--- config.mk ---
export PLATFORM = sky130hd
export DESIGN_NAME = pipeline_latch_chain
export DESIGN_NICKNAME = d
export VERILOG_FILES = /design/src/rtl/pipeline_latch_chain.sv
export SDC_FILE = /design/constraint.sdc
export NUM_CORES = 1
export LEC_CHECK = 0
export CAP_MARGIN = 0
export CORE_MARGIN = 4
export CORE_UTILIZATION = 44
export CTS_CLUSTER_DIAMETER = 80
export CTS_CLUSTER_SIZE = 20
export DETAILED_ROUTE_END_ITERATION = 8
export GPL_TIMING_DRIVEN = 0
export PLACE_DENSITY = 0.81
export SLEW_MARGIN = 20
export SYNTH_ARGS = -nofsm -noshare
export SYNTH_HDL_FRONTEND = slang
export SYNTH_SLANG_ARGS = --single-unit
--- constraint.sdc ---
create_clock -name clk -period 2.5 [get_ports clk]
set_input_delay 0.625 -clock clk [delete_from_list [all_inputs] [get_ports clk]]
set_output_delay 0.625 -clock clk [all_outputs]
set_load 0.005 [all_outputs]
--- src/rtl/pipeline_latch_chain.sv ---
`default_nettype none
// ============================================================================
//  Module      : pipeline_latch_chain
//  Description : Chain of STAGES pipeline latches with per-stage stall and
//                flush. Stalls propagate upstream combinationally; a bubble
//                (valid 0, data 0) is inserted below the lowest held stage.
//                Saturating counters track bubble cycles and flush cycles.
//  Revision    : 1.0 - initial release
// ============================================================================
module pipeline_latch_chain #(
  parameter int WIDTH  = 64,
  parameter int STAGES = 4,
  parameter int CNT_W  = 16
) (
  input  logic                      clk,
  input  logic                      reset,
  input  logic [WIDTH-1:0]          in_data,
  input  logic                      in_valid,
  output logic                      in_ready,
  input  logic [STAGES-1:0]         stall,
  input  logic [STAGES-1:0]         flush,
  output logic [STAGES*WIDTH-1:0]   stage_data,
  output logic [STAGES-1:0]         stage_valid,
  output logic [WIDTH-1:0]          out_data,
  output logic                      out_valid,
  output logic [CNT_W-1:0]          bubble_count,
  output logic [CNT_W-1:0]          flush_count
);

  localparam logic [CNT_W-1:0] c_cnt_max = {CNT_W{1'b1}};
  localparam logic [CNT_W-1:0] c_cnt_one = {{(CNT_W-1){1'b0}}, 1'b1};

  logic [WIDTH-1:0]  r_data [STAGES];
  logic [STAGES-1:0] r_valid;
  logic [CNT_W-1:0]  r_bubble_count;
  logic [CNT_W-1:0]  r_flush_count;

  logic [STAGES-1:0] w_hold;
  logic [STAGES-1:0] w_bubble;
  logic [WIDTH-1:0]  w_src_data [STAGES];
  logic [STAGES-1:0] w_src_valid;
  logic [WIDTH-1:0]  w_next_data [STAGES];
  logic [STAGES-1:0] w_next_valid;

  // Hold chain: a stall at stage k freezes every stage upstream of it.
  assign w_hold[STAGES-1] = stall[STAGES-1];

  generate
    for (genvar k = 0; k < STAGES - 1; k++) begin : g_hold
      assign w_hold[k] = stall[k] | w_hold[k+1];
    end
  endgenerate

  // Stage 0 is fed from the input port, later stages from their predecessor.
  // A bubble appears where a held stage feeds a stage that is free to move.
  generate
    for (genvar k = 0; k < STAGES; k++) begin : g_src
      if (k == 0) begin : g_first
        assign w_src_data[k]  = in_data;
        assign w_src_valid[k] = in_valid;
        assign w_bubble[k]    = 1'b0;
      end else begin : g_rest
        assign w_src_data[k]  = r_data[k-1];
        assign w_src_valid[k] = r_valid[k-1];
        assign w_bubble[k]    = w_hold[k-1] & ~w_hold[k] & ~flush[k];
      end
    end
  endgenerate

  // Per-stage next state: flush beats hold, hold beats bubble, bubble beats advance.
  always_comb begin
    for (int k = 0; k < STAGES; k++) begin
      w_next_data[k]  = w_src_data[k];
      w_next_valid[k] = w_src_valid[k];
      if (flush[k]) begin
        w_next_data[k]  = '0;
        w_next_valid[k] = 1'b0;
      end else if (w_hold[k]) begin
        w_next_data[k]  = r_data[k];
        w_next_valid[k] = r_valid[k];
      end else if (w_bubble[k]) begin
        w_next_data[k]  = '0;
        w_next_valid[k] = 1'b0;
      end
    end
  end

  // Stage registers; reset empties the whole chain in a single cycle.
  always_ff @(posedge clk) begin
    if (reset) begin
      for (int k = 0; k < STAGES; k++) begin
        r_data[k] <= '0;
      end
      r_valid <= '0;
    end else begin
      for (int k = 0; k < STAGES; k++) begin
        r_data[k] <= w_next_data[k];
      end
      r_valid <= w_next_valid;
    end
  end

  // Saturating statistics: one count per cycle, however many stages are involved.
  always_ff @(posedge clk) begin
    if (reset) begin
      r_bubble_count <= '0;
      r_flush_count  <= '0;
    end else begin
      if ((|w_bubble) && (r_bubble_count != c_cnt_max)) begin
        r_bubble_count <= r_bubble_count + c_cnt_one;
      end
      if ((|flush) && (r_flush_count != c_cnt_max)) begin
        r_flush_count <= r_flush_count + c_cnt_one;
      end
    end
  end

  generate
    for (genvar k = 0; k < STAGES; k++) begin : g_out
      assign stage_data[k*WIDTH +: WIDTH] = r_data[k];
    end
  endgenerate

  assign in_ready     = ~w_hold[0];
  assign stage_valid  = r_valid;
  assign out_data     = r_data[STAGES-1];
  assign out_valid    = r_valid[STAGES-1];
  assign bubble_count = r_bubble_count;
  assign flush_count  = r_flush_count;

endmodule
`default_nettype wire

; ---- Word level (Yosys, flattened, before mapping)
; Memory sizes are Yosys's and may differ from the RTL's.
; Index checks and enable logic that the tools add are counted.
[classes]
n_addsub = 2
n_eq_ne = 2
mux = 21
bitwise_logic = 20
reduce_logical = 8
[op_table]
columns = cell, n
row1 = two-way mux 64 bit, 15
row2 = adder 16 x 1 -> 16 bit (second input constant), 2
row3 = != test 16 bit (second input constant), 2
row4 = OR reduction 2 bit, 4
row5 = NOT 1 bit, 7
row6 = bitwise OR 1 bit, 7
row7 = AND 1 bit, 6
row8 = two-way mux 1 bit, 6
row9 = OR reduction 4 bit, 1
row10 = OR reduction 3 bit, 1
row11 = logical AND 1 bit, 2
[totals]
ff_bits = 36
mem_bits_rw = 256
inputBits = 75
out_inout_bits = 358
word_cells = 60
memories = 1
[mem_list]
columns = memory, words, word_bits, read_ports, rd_clocked_by_memory_dff, write_ports, line
row1 = r_data, 4, 64, 4, 0, 4, 33  ; logic [WIDTH-1:0] r_data [STAGES];

; ---- Logic depth before layout (Yosys ltp)
; Gate-level depths: netlist of the first run.
[depth]
depth_word = 9
depth_mapped = 8

; ---- Least setup slack after synthesis of the first run
; Ideal clock, no wire load.
[synth_path]
path_type = in2out
startpoint = input port stall[3]
endpoint = output port in_ready
t_arrival_ps = 1420
required_ps = 1875
slack_ps = 455
cell_stages = 5
n_path_buf = 2
cell_sequence = buf_2 > nor3_4 > nand2b_1 > inv_1 > clkbuf_1
[synth_between]
elab_chain_cells = 4
[synth_lines]
columns = item, line
row1 = "start, declared", 20  ; input logic [STAGES-1:0] stall,
row2 = bitwise OR 1 bit (3 in series), 50  ; assign w_hold[k] = stall[k] | w_hold[k+1];
row3 = NOT 1 bit, 124  ; assign in_ready = ~w_hold[0];
row4 = "end, declared", 19  ; output logic in_ready,
; Every way passes these cells.

; ---- Worst setup path in the final report of the first run
[layout_path]
startpoint = input port stall[2]
endpoint = output port in_ready
; The elaborated chain is that of the path after synthesis.

==> impl_metrics.csv, run 1 <==
group,metric,value,unit
outcome,run_status,"finished, final reports clean",
pwr,power.clock.fraction,0.358,
synthesis,synth_nets,1337,
placed_design,place_inst,2014,
clock_network,cts_made_buffers,18,
clock_network,insertion_delay,0.50,ns
synthesis,ys_seq_area_frac,0.529,
timing,report.final.slew_viol_count,0,
drt,ant_nets,0,
final_layout,nets,1790,
final_layout,post_route_cells_drive_above_1_share,0.0653,
pwr,fin_total_pwr,8.08,mW
synthesis,muxShareOfSynthArea,0.0607,
synthesis,synthSimpleGateAreaFrac,0.193,
final_layout,syn2layout_area_growth,47.6,%
drt,vias,10700,
timing,finalCriticalPeriod,2.44,ns
final_layout,fin_util,0.665,
clock_network,h-tree-depth,1,
clock_network,clock-sinks,292,
clock_network,ctsRootBufferMaster,"clkbuf_16",
synthesis,synthCells,1260,
worst_setup_path,start_kind,"input port",
timing,report.final.setup_viol,0,
timing,worst_slew_pin_slew,0.866,ns
timing,worst_slack,0.0571,ns
timing,fin_crit_sh,0.977,
pwr,power_leakage,5.63,nW
pwr,p_sw,1.82,mW
pwr,seqPwrFrac,0.579,
placed_design,dp_hpwl,29600,um
drt,via_per_inst,5.25,
pwr,p_comb_frac,0.062,
pwr,swShare,0.225,
drt,drtIter0Drc,629,
worst_setup_path,cp.required,1.88,ns
grt,grt_first_pass_wirelength,59700,um
floorplan,num_rows,57,
hold_path,hold_class,"register to register",
synthesis,syn-cell-area,11100,sq um
drt,avgRoutedWirePerCell,19.0,um
floorplan,die_x,166,um
clock_network,cts_tree,"yes",
flow_run,cap_violations,0,
drt,drc,0,
floorplan,die_area,27700,sq um
drt,dr.pass1.iters,5,
clock_network,clk_pin_slew,0.08,ns
clock_network,cts_buffer_depth,3,
floorplan,die_h,166,um
worst_setup_path,r2r_slack,0.46,ns
final_layout,design_area,16300,sq um
pwr,ir_drop,0.348,mV
synthesis,synth_top_family_by_area,"simple AND/OR/NAND/NOR gates",
drt,wirelength,38800,um
final_layout,fillers,2023,
placed_design,io_buffer_count,430,
grt,grt_pass1_vias,10300,
final_layout,fin_cells,2043,
floorplan,core_area,24500,sq um
timing,fmax,409,MHz
grt,grt_max_degree,21,
placed_design,place_ws,-0.779,ns
floorplan,ios,433,
worst_setup_path,crit_fanout,10,
grt,overflow,0,
timing,skew,0.0130,ns
synthesis,yosys_register_bits,292,
synthesis,yosys_warnings,0,
floorplan,start_util,0.451,
synthesis,yosys.area_share.adder,0.00226,
timing,slew_headroom,0.422,
worst_setup_path,worstSetupPathType,"input port to primary output",
synthesis,avgSynthCellArea,8.77,sq um
pwr,powerDensity,495,nW/um^2
placed_design,dpl_cell_area,15800,sq um
worst_setup_path,crit_arrival,1.82,ns
worst_setup_path,worstSetupEndpointType,"primary output",
grt,antenna_found_initial,5,
placed_design,place_congestion,0.892,
synthesis,synth-compound-area-share,0.120,
synthesis,ys_types,41,
timing,hold_viol,0,
synthesis,synth-xor-area-share,0.0166,
pwr,intPower,6.26,mW
grt,grt_use_total,0.264,
kinds of logic (layout without fill, tap and decap cells):
family          count (synthesis)  in the layout
buf+inv                       163            617
compound gates                222            222
mux                            67             67
flops                         292            292
xor+xnor                       21             21
simple gates                  493            493
other cells                     0              5
fa+ha+maj                       2              2
power groups by stage:
stage	clock [mW]	sequential [mW]	combinational (mW)
floorplan	0	4.79	0.233
global placement	0	4.79	0.487
detailed placement	0	4.79	0.495
CTS	2.96	4.68	0.499
global route	3.14	4.68	0.541
finish	2.89	4.68	0.504
stage by stage:
stage	TNS (ns)	hold slack, ns
after floorplan	0	0.461
after global placement	-54.11	0.455
after global routing	-0.0118	0.490
final	0	0.469
after detailed placement	-64.90	0.460
after CTS	0	0.470
per-layer routing:
metal | routed length [um] | GRT usage | share of wire | up-vias
met3 | 2770 | 0.0628 | 0.071 | 96
met2 | 19100 | 0.456 | 0.49 | 438
met5 | 0 | 0 | 0 | -
li1 | - | - | - | 5095
met4 | 1980 | 0.121 | 0.051 | 0
met1 | 15000 | 0.312 | 0.39 | 5095
critical path, stage by stage:
cell and delay [ns]:
dlygate4sd2_1 0.30, nor3_4 0.28, nand2b_4 0.10, inv_2 0.09, clkbuf_8 0.17, dlygate4sd2_1 0.25
cells in the mapped netlist, drive strengths merged:
master / number / area (sq um)
nor4: 5 / 46.3
inv: 7 / 26.3
a22oi: 65 / 488
o211ai: 4 / 30.0
clkbuf: 63 / 236
nor2b: 5 / 31.3
or2: 4 / 25.0
mux2i: 67 / 671
nand4: 6 / 50.0
xor2: 10 / 87.6
ha: 2 / 25.0
dfxtp: 292 / 5850
o2111ai: 1 / 8.76
o21ai: 4 / 20.0
nor3: 8 / 51.3
a21oi: 135 / 676
and4: 5 / 43.8
nor4b: 2 / 32.5
nor2: 163 / 612
a211oi: 6 / 45.0
nand3: 74 / 370
a2111oi: 2 / 18.8
and2: 1 / 6.26
a222oi: 1 / 10.0
buf: 93 / 606
nand2b: 2 / 12.5
o21bai: 1 / 7.51
xnor2: 11 / 96.3
nand4b: 1 / 8.76
and3: 7 / 43.8
or3: 3 / 18.8
nand2: 207 / 777
a311oi: 3 / 26.3
sequential cells by signal, indices dropped and copies added, names as in the netlist:
register	flops
r_data	256
stage_valid	4
bubble_count	16
flush_count	16
cell usage in the layout (no fill, tap or decap), types with 19 or more instances in the layout:
master	n
dfxtp_1	292
clkbuf_1	62
nand3_1	74
clkdlybuf4s50_1	427
mux2i_1	67
nand2_1	207
a21oi_1	135
clkbuf_16	19
a22oi_1	65
nor2_1	163
buf_4	68
layout make-up:
class / count / area (sq um) / share of cell area
flip-flops and latches: 292 / 5850 / 0.358
multi-input cells: 805 / 4350 / 0.267
repair buffers: 433 / 4320 / 0.265
plain buffers: 156 / 852 / 0.0522
clock buffers: 20 / 489 / 0.0300
well taps: 324 / 405 / 0.0249
inverters: 7 / 26.3 / 0.00161
diodes: 5 / 12.5 / 0.000767
clock inverters: 1 / 8.76 / 0.000537
worst paths after layout:
path | from | cells after the start | to
min reg2reg | r_data[1][4] | 2 | r_data[1][4]
max reg2reg | bubble_count[0] | 6 | bubble_count[1]
max | stall[2] | 6 | in_ready
min | r_data[1][4] | 2 | r_data[1][4]
timing repair:
action	CTS	global route
gates cloned	0	0
hold buffers	0	0
resized for setup	8	0
setup buffers	1	2
pin swaps	1	1
setup endpoints to repair	1	2
No activity file was read; power rests on OpenSTA's default activity.
==> run 2, diff against run 1 <==
--- a/config.mk
+++ b/config.mk
@@ -12,6 +12,7 @@
 export CTS_CLUSTER_SIZE = 20
 export DETAILED_ROUTE_END_ITERATION = 8
 export GPL_TIMING_DRIVEN = 0
+export HOLD_SLACK_MARGIN = 0.02
 export PLACE_DENSITY = 0.81
 export SLEW_MARGIN = 20
 export SYNTH_ARGS = -nofsm -noshare
==> results of run 2 <==
Same layout as run 1: the final DEF is identical, and so are final timing and power.
